--- src/rtl/rf_wb_arbiter_pkg.sv ---
// Shared types and constants for the register-file writeback arbiter.
// Register-address width, register count, default data width and the x0 address.
// Also holds the hazard lookup used by the scoreboard's three query ports.
package rf_wb_arbiter_pkg;

  localparam int REG_ADDR_W = 5;
  localparam int NUM_REGS   = 32;
  localparam int XLEN       = 32;

  localparam logic [REG_ADDR_W-1:0] X0 = 5'd0;

  // A register is "busy" if a write is outstanding in the scoreboard, or if the
  // write has already left the arbiter but is still sitting in the output
  // stage (the register file only captures it at the end of that cycle).
  function automatic logic hazard_hit(
    input logic [REG_ADDR_W-1:0] r,
    input logic [NUM_REGS-1:0]   busy,
    input logic                  byp_we,
    input logic [REG_ADDR_W-1:0] byp_rd
  );
    return (r != X0) && (busy[r] || (byp_we && (byp_rd == r)));
  endfunction

endpackage

--- src/rtl/rf_scoreboard.sv ---
// Pending-write scoreboard: one busy bit per architectural register, x0 never busy.
// Latency: set/clear take effect at the next clk edge; lookups are combinational.
// Backpressure: none; set and clear are accepted every cycle, set wins on a tie.
//
// Ports:
//   clk, rst                  clock, synchronous active-high reset (clears all bits)
//   set_vld_i / set_rd_i      mark a register as having an outstanding write
//   clr_vld_i / clr_rd_i      retire the outstanding write of a register
//   byp_we_i / byp_rd_i       write currently held in the output stage
//   rs1_i, rs2_i              decode source registers to check
//   issue_vld_i, issue_rd_i   destination of the instruction being issued
//   rs1_busy_o, rs2_busy_o    source has an outstanding write
//   issue_conflict_o          issue destination already has an outstanding write
module rf_scoreboard
  import rf_wb_arbiter_pkg::*;
(
  input  logic                  clk,
  input  logic                  rst,
  input  logic                  set_vld_i,
  input  logic [REG_ADDR_W-1:0] set_rd_i,
  input  logic                  clr_vld_i,
  input  logic [REG_ADDR_W-1:0] clr_rd_i,
  input  logic                  byp_we_i,
  input  logic [REG_ADDR_W-1:0] byp_rd_i,
  input  logic [REG_ADDR_W-1:0] rs1_i,
  input  logic [REG_ADDR_W-1:0] rs2_i,
  input  logic                  issue_vld_i,
  input  logic [REG_ADDR_W-1:0] issue_rd_i,
  output logic                  rs1_busy_o,
  output logic                  rs2_busy_o,
  output logic                  issue_conflict_o
);

  logic [NUM_REGS-1:0] busy_q;
  logic [NUM_REGS-1:0] busy_d;

  // Clear first, then set, so an issue and a retirement of the same register
  // in one cycle leave the newer write outstanding.
  always_comb begin
    busy_d = busy_q;
    if (clr_vld_i) begin
      busy_d[clr_rd_i] = 1'b0;
    end
    if (set_vld_i && (set_rd_i != X0)) begin
      busy_d[set_rd_i] = 1'b1;
    end
    busy_d[X0] = 1'b0;
  end

  always_ff @(posedge clk) begin
    if (rst) begin
      busy_q <= '0;
    end else begin
      busy_q <= busy_d;
    end
  end

  assign rs1_busy_o       = hazard_hit(rs1_i, busy_q, byp_we_i, byp_rd_i);
  assign rs2_busy_o       = hazard_hit(rs2_i, busy_q, byp_we_i, byp_rd_i);
  assign issue_conflict_o = issue_vld_i && hazard_hit(issue_rd_i, busy_q, byp_we_i, byp_rd_i);

endmodule

--- src/rtl/rf_wb_arbiter.sv ---
// Arbitrates the ALU/load path (req0) and the mul/div unit (req1) onto the RF write port.
// Latency: a grant in cycle N appears on rf_A3/rf_WD/rf_We in cycle N+1.
// Backpressure: valid/ready, ready is combinational from the grant; req0 has priority
//   but req1 is forced through after STARVE_LIMIT consecutive lost cycles.
//
// Ports:
//   clk, rst                               clock, synchronous active-high reset
//   req0_valid/rd/data, req0_ready         source 0 (ALU/load) writeback request
//   req1_valid/rd/data, req1_ready         source 1 (mul/div) writeback request
//   issue_valid, issue_rd                  decode issuing an instruction that writes issue_rd
//   rs1, rs2, rs1_busy, rs2_busy           decode RAW hazard lookups
//   issue_conflict                         decode WAW hazard lookup
//   rf_A3, rf_WD, rf_We                    register file write port
module rf_wb_arbiter
  import rf_wb_arbiter_pkg::*;
#(
  parameter int STARVE_LIMIT = 3,
  parameter int XLEN         = rf_wb_arbiter_pkg::XLEN
) (
  input  logic                  clk,
  input  logic                  rst,
  input  logic                  req0_valid,
  input  logic [REG_ADDR_W-1:0] req0_rd,
  input  logic [XLEN-1:0]       req0_data,
  output logic                  req0_ready,
  input  logic                  req1_valid,
  input  logic [REG_ADDR_W-1:0] req1_rd,
  input  logic [XLEN-1:0]       req1_data,
  output logic                  req1_ready,
  input  logic                  issue_valid,
  input  logic [REG_ADDR_W-1:0] issue_rd,
  input  logic [REG_ADDR_W-1:0] rs1,
  input  logic [REG_ADDR_W-1:0] rs2,
  output logic                  rs1_busy,
  output logic                  rs2_busy,
  output logic                  issue_conflict,
  output logic [REG_ADDR_W-1:0] rf_A3,
  output logic [XLEN-1:0]       rf_WD,
  output logic                  rf_We
);

  localparam int                CNT_W      = $clog2(STARVE_LIMIT + 1);
  localparam logic [CNT_W-1:0]  STARVE_MAX = CNT_W'(STARVE_LIMIT);

  logic [CNT_W-1:0]      starve_q;
  logic [CNT_W-1:0]      starve_d;
  logic                  grant0;
  logic                  grant1;
  logic                  grant_any;
  logic [REG_ADDR_W-1:0] grant_rd;
  logic [XLEN-1:0]       grant_data;

  logic [REG_ADDR_W-1:0] a3_q;
  logic [XLEN-1:0]       wd_q;
  logic                  we_q;

  // req0 wins a tie unless req1 has already lost STARVE_MAX cycles in a row.
  // Nothing is granted while reset is asserted.
  assign grant0 = !rst && req0_valid && !(req1_valid && (starve_q >= STARVE_MAX));
  assign grant1 = !rst && req1_valid && !grant0;

  assign req0_ready = grant0;
  assign req1_ready = grant1;

  assign grant_any  = grant0 || grant1;
  assign grant_rd   = grant0 ? req0_rd   : req1_rd;
  assign grant_data = grant0 ? req0_data : req1_data;

  // Counts consecutive cycles req1 waits while valid; saturates at the limit.
  always_comb begin
    starve_d = starve_q;
    if (!req1_valid || grant1) begin
      starve_d = '0;
    end else if (starve_q < STARVE_MAX) begin
      starve_d = starve_q + 1'b1;
    end
  end

  always_ff @(posedge clk) begin
    if (rst) begin
      starve_q <= '0;
    end else begin
      starve_q <= starve_d;
    end
  end

  // Output stage: address/data hold when idle, only the write enable drops.
  // x0 writes still take the slot but never enable the register file.
  always_ff @(posedge clk) begin
    if (rst) begin
      a3_q <= X0;
      wd_q <= '0;
      we_q <= 1'b0;
    end else if (grant_any) begin
      a3_q <= grant_rd;
      wd_q <= grant_data;
      we_q <= (grant_rd != X0);
    end else begin
      we_q <= 1'b0;
    end
  end

  assign rf_A3 = a3_q;
  assign rf_WD = wd_q;
  assign rf_We = we_q;

  rf_scoreboard u_scoreboard (
    .clk              (clk),
    .rst              (rst),
    .set_vld_i        (issue_valid),
    .set_rd_i         (issue_rd),
    .clr_vld_i        (grant_any),
    .clr_rd_i         (grant_rd),
    .byp_we_i         (we_q),
    .byp_rd_i         (a3_q),
    .rs1_i            (rs1),
    .rs2_i            (rs2),
    .issue_vld_i      (issue_valid),
    .issue_rd_i       (issue_rd),
    .rs1_busy_o       (rs1_busy),
    .rs2_busy_o       (rs2_busy),
    .issue_conflict_o (issue_conflict)
  );

endmodule

--- config.mk ---
export PLATFORM = sky130hd
export DESIGN_NAME = rf_wb_arbiter
export DESIGN_NICKNAME = d
export VERILOG_FILES = /design/src/rtl/rf_wb_arbiter_pkg.sv /design/src/rtl/rf_scoreboard.sv /design/src/rtl/rf_wb_arbiter.sv
export SDC_FILE = /design/constraint.sdc
export NUM_CORES = 1
export LEC_CHECK = 0
export CORE_AREA = 4 4 83 116
export DETAILED_ROUTE_END_ITERATION = 7
export DIE_AREA = 0 0 87 120
export PLACE_DENSITY = 0.95
export SLEW_MARGIN = 20
export SYNTH_ARGS = -nofsm -noshare
export SYNTH_HDL_FRONTEND = slang
export SYNTH_HIERARCHICAL = 1
export SYNTH_SLANG_ARGS = --single-unit
--- constraint.sdc ---
create_clock -name clk -period 5.4 [get_ports clk]
set_input_delay 1.62 -clock clk [delete_from_list [all_inputs] [get_ports clk]]
set_output_delay 1.62 -clock clk [all_outputs]
set_load 0.01 [all_outputs]
==> reports/metrics.csv <==
stage,metric,value,unit
clock_tree,cts_buffer_depth,2,
synthesis,synth.largest_area_cell,dfxtp_1,
grt,grt_pass1_wl,24200,microns
setup_path,worst_path_max_delay_cell,clkdlybuf4s50_1,
synthesis,synth_top_cell_area_share,33.0,%
sta,hold_violations,0,
job,max_cap_violations,0,
setup_path,crit_path_end_kind,primary output,
clock_tree,cts_tree,yes,
die,die_h,120,microns
finish,utilization,70.2,%
setup_path,crit_required,3.78,ns
sta,layout_min_cycle_time,5.41,ns
synthesis,ys_ff_latch,71,
clock_tree,cts_root_buf,clkbuf_16,
sta,slew-limit-headroom,25.7,%
routing,vias,4736,
finish,multi_input_area,2500,sq um
setup_path,cp-start-kind,input pin,
run_status,status,"complete, but fails checks",
placement,io_buffers,136,
routing,drt_iter0_markers,658,
routing,drc,0,
grt,grt_pass1_vias,4868,
sta,setup_viol,1,
clock_tree,path_clk_slew,0.05,ns
clock_tree,insertion_delay,0.33,ns
finish,nFillCells,591,
grt,gr-total-overflow,0,
die,initial_core_util,50.4,%
finish,area_delta_synth_final,39.3,%
synthesis,synthArstFlopShare,0,%
sta,fmax,185,MHz
die,die-area,10400,sq um
clock_tree,clkSinkCount,71,
synthesis,synth_ff_type,dfxtp_1,
sta,setup_slack,-0.00739,ns
synthesis,synth_area,4310,sq um
grt,antenna_found_initial,0,
finish,diodes,0,
setup_path,critPathKind,in -> out,
routing,wire_per_inst,22.5,microns
routing,drt_wl_total,15800,microns
synthesis,synth_edf_count,0,
routing,ant_nets,0,
clock_tree,htreeDepth,3,
setup_path,critPathMaxStageDelay,0.56,ns
synthesis,syn_area_per_cell,9.32,sq um
sta,finClkSkew,0.00616,ns
sta,worst_slew_pin_slew,1.11,ns
synthesis,syn-instance-count,463,
setup_path,cp.buffers_inverters,4,
clock_tree,postCtsHoldBufs,0,
die,coreArea,8560,sq um
synthesis,yosys_warnings,6,
grt,grt_max_degree,72,
finish,layout-drive-gt1-share,12.4,%
placement,place_congestion,1.01,
synthesis,yosysMostFrequentCell,dfxtp_1,
sta,post-route-period-util,100,%
sta,hold_ws,0.424,ns
power_and_ir_drop,pwr_density_cell,230,nW/um^2
finish,seqCellArea,1420,sq um
synthesis,yosys-top-cells-count,"71 x dfxtp_1, 44 x inv_1, 39 x a2111oi_0, 39 x nand2_1, 38 x a221o_1",
synthesis,synth_nets,558,
sta,maxSlewViolCount,0,
synthesis,ys_types,49,
setup_path,critPathMaxFanout,4,
run_status,violations,negative setup slack,
die,rows,40,
setup_path,cp.arrival,3.79,ns
setup_path,path_delay_family,buffers and inverters,
placement,dp_hpwl,11200,microns
min_path,hold_class,reg -> reg,
die,ios,137,
power_and_ir_drop,ir_drop,175,uV
finish,nets,689,
setup_path,crit_chain,dlygate4sd2_1 > buf_4 > mux4_1 > inv_1 > a2111oi_2 > o32ai_1 > a31oi_1 > clkdlybuf4s50_1,
clock_tree,numCtsBuffers,9,
die,die_x,87,microns
grt,grt_use_total,29.4,%
power_and_ir_drop,leakagePower,0.00228,uW
synthesis,synth-seq-area-share,33.0,%
synthesis,synthTopCellsByArea,"dfxtp_1 33%, a221o_1 8.8%, mux4_2 8.4%",
routing,avgViaCountPerCell,6.75,
routing,drtPass1Iterations,6,
==> cell type report <==
| class | count | share of cell area, % |
|---|---|---|
| Tap cell | 105 | 2.19 |
| Inverter | 44 | 2.75 |
| Timing Repair Buffer | 161 | 25.7 |
| Clock inverter | 2 | 0.167 |
| Sequential cell | 71 | 23.7 |
| Clock buffer | 12 | 3.94 |
| Multi-Input combinational cell | 307 | 41.6 |
==> through the flow <==
stage	area (sq um)	setup TNS [ns]	std cells	power (uW)	setup slack (ns)
4_1_cts	5990	0	701	1380	0.0200
6_report	6010	-0.00739	702	1380	-0.00739
3_5_place_dp	5740	-0.511	687	882	-0.192
3_3_place_gp	5740	-0.261	687	869	-0.125
2_1_floorplan	4310	0	463	714	0.826
5_1_grt	6010	-0.0758	702	1430	-0.0758
==> layer usage <==
layer | routed length (microns) | global-route usage, % | part of all wire [%] | vias up
met1 | 5220 | 30.1 | 33 | 2199
met4 | 977 | 18.9 | 6.2 | 0
met2 | 8150 | 51.7 | 52 | 380
met3 | 1460 | 7.28 | 9.2 | 108
met5 | 0 | 0 | 0 | -
li1 | - | - | - | 2049
==> layout by cell type (no fill, tap or decap), drive strengths merged, types with 4 or more instances in the layout <==
| cell | synthesis | layout |
|---|---|---|
| nor2 | 14 | 14 |
| buf | 22 | 26 |
| nand3b | 6 | 6 |
| dfxtp | 71 | 71 |
| a221o | 38 | 38 |
| a21oi | 33 | 33 |
| a2111oi | 39 | 39 |
| mux2i | 4 | 4 |
| dlygate4sd2 | 0 | 4 |
| inv | 44 | 44 |
| xor2 | 8 | 8 |
| nor3 | 4 | 4 |
| and3b | 4 | 4 |
| nand2 | 39 | 39 |
| mux4 | 20 | 20 |
| xnor2 | 7 | 7 |
| clkdlybuf4s50 | 0 | 129 |
| mux2 | 13 | 13 |
| nor3b | 4 | 4 |
| clkbuf | 19 | 12 |
| o21ai | 35 | 35 |
==> path summary, 6_finish.rpt <==
check                            startpoint                       to  slack (ns)  cells after the start
worst max-delay path                 rs2[1]                 rs2_busy      -0.007                      8
worst min register to register  starve_q[0]              starve_q[0]        0.42                      1
worst max register to register  starve_q[0]  u_scoreboard/busy_q[24]        2.29                      9
worst min-delay path            starve_q[0]              starve_q[0]        0.42                      1
==> registers in the layout, indices dropped and copies added, names as in the netlist <==
signal,flops
rf_We,1
rf_A3,5
u_scoreboard/busy_q,31
rf_WD,32
starve_q,2
==> report_power, final <==
group          internal [uW]  switching (uW)  leakage (uW)  total (uW)
clock                    304             201      0.000122         505
combinational            167             133       0.00158         300
sequential               552            27.2      0.000583         579
==> kinds of logic after synthesis <==
kind of cell | share of synthesized area, %
adder cells (fa/ha/maj) | 0.290
AO/OA/AOI/OAI | 27.7
buffers and inverters | 9.60
flip-flops | 33.0
AND/OR/NAND/NOR | 11.3
multiplexers | 15.1
XOR/XNOR | 3.05
==> timing repair <==
action	4_1_cts	5_1_grt
gates resized for setup	7	3
buffers inserted	0	1
setup endpoints to repair	3	2
pin swaps	0	1
Note: power is estimated with default switching activity, not from simulation.
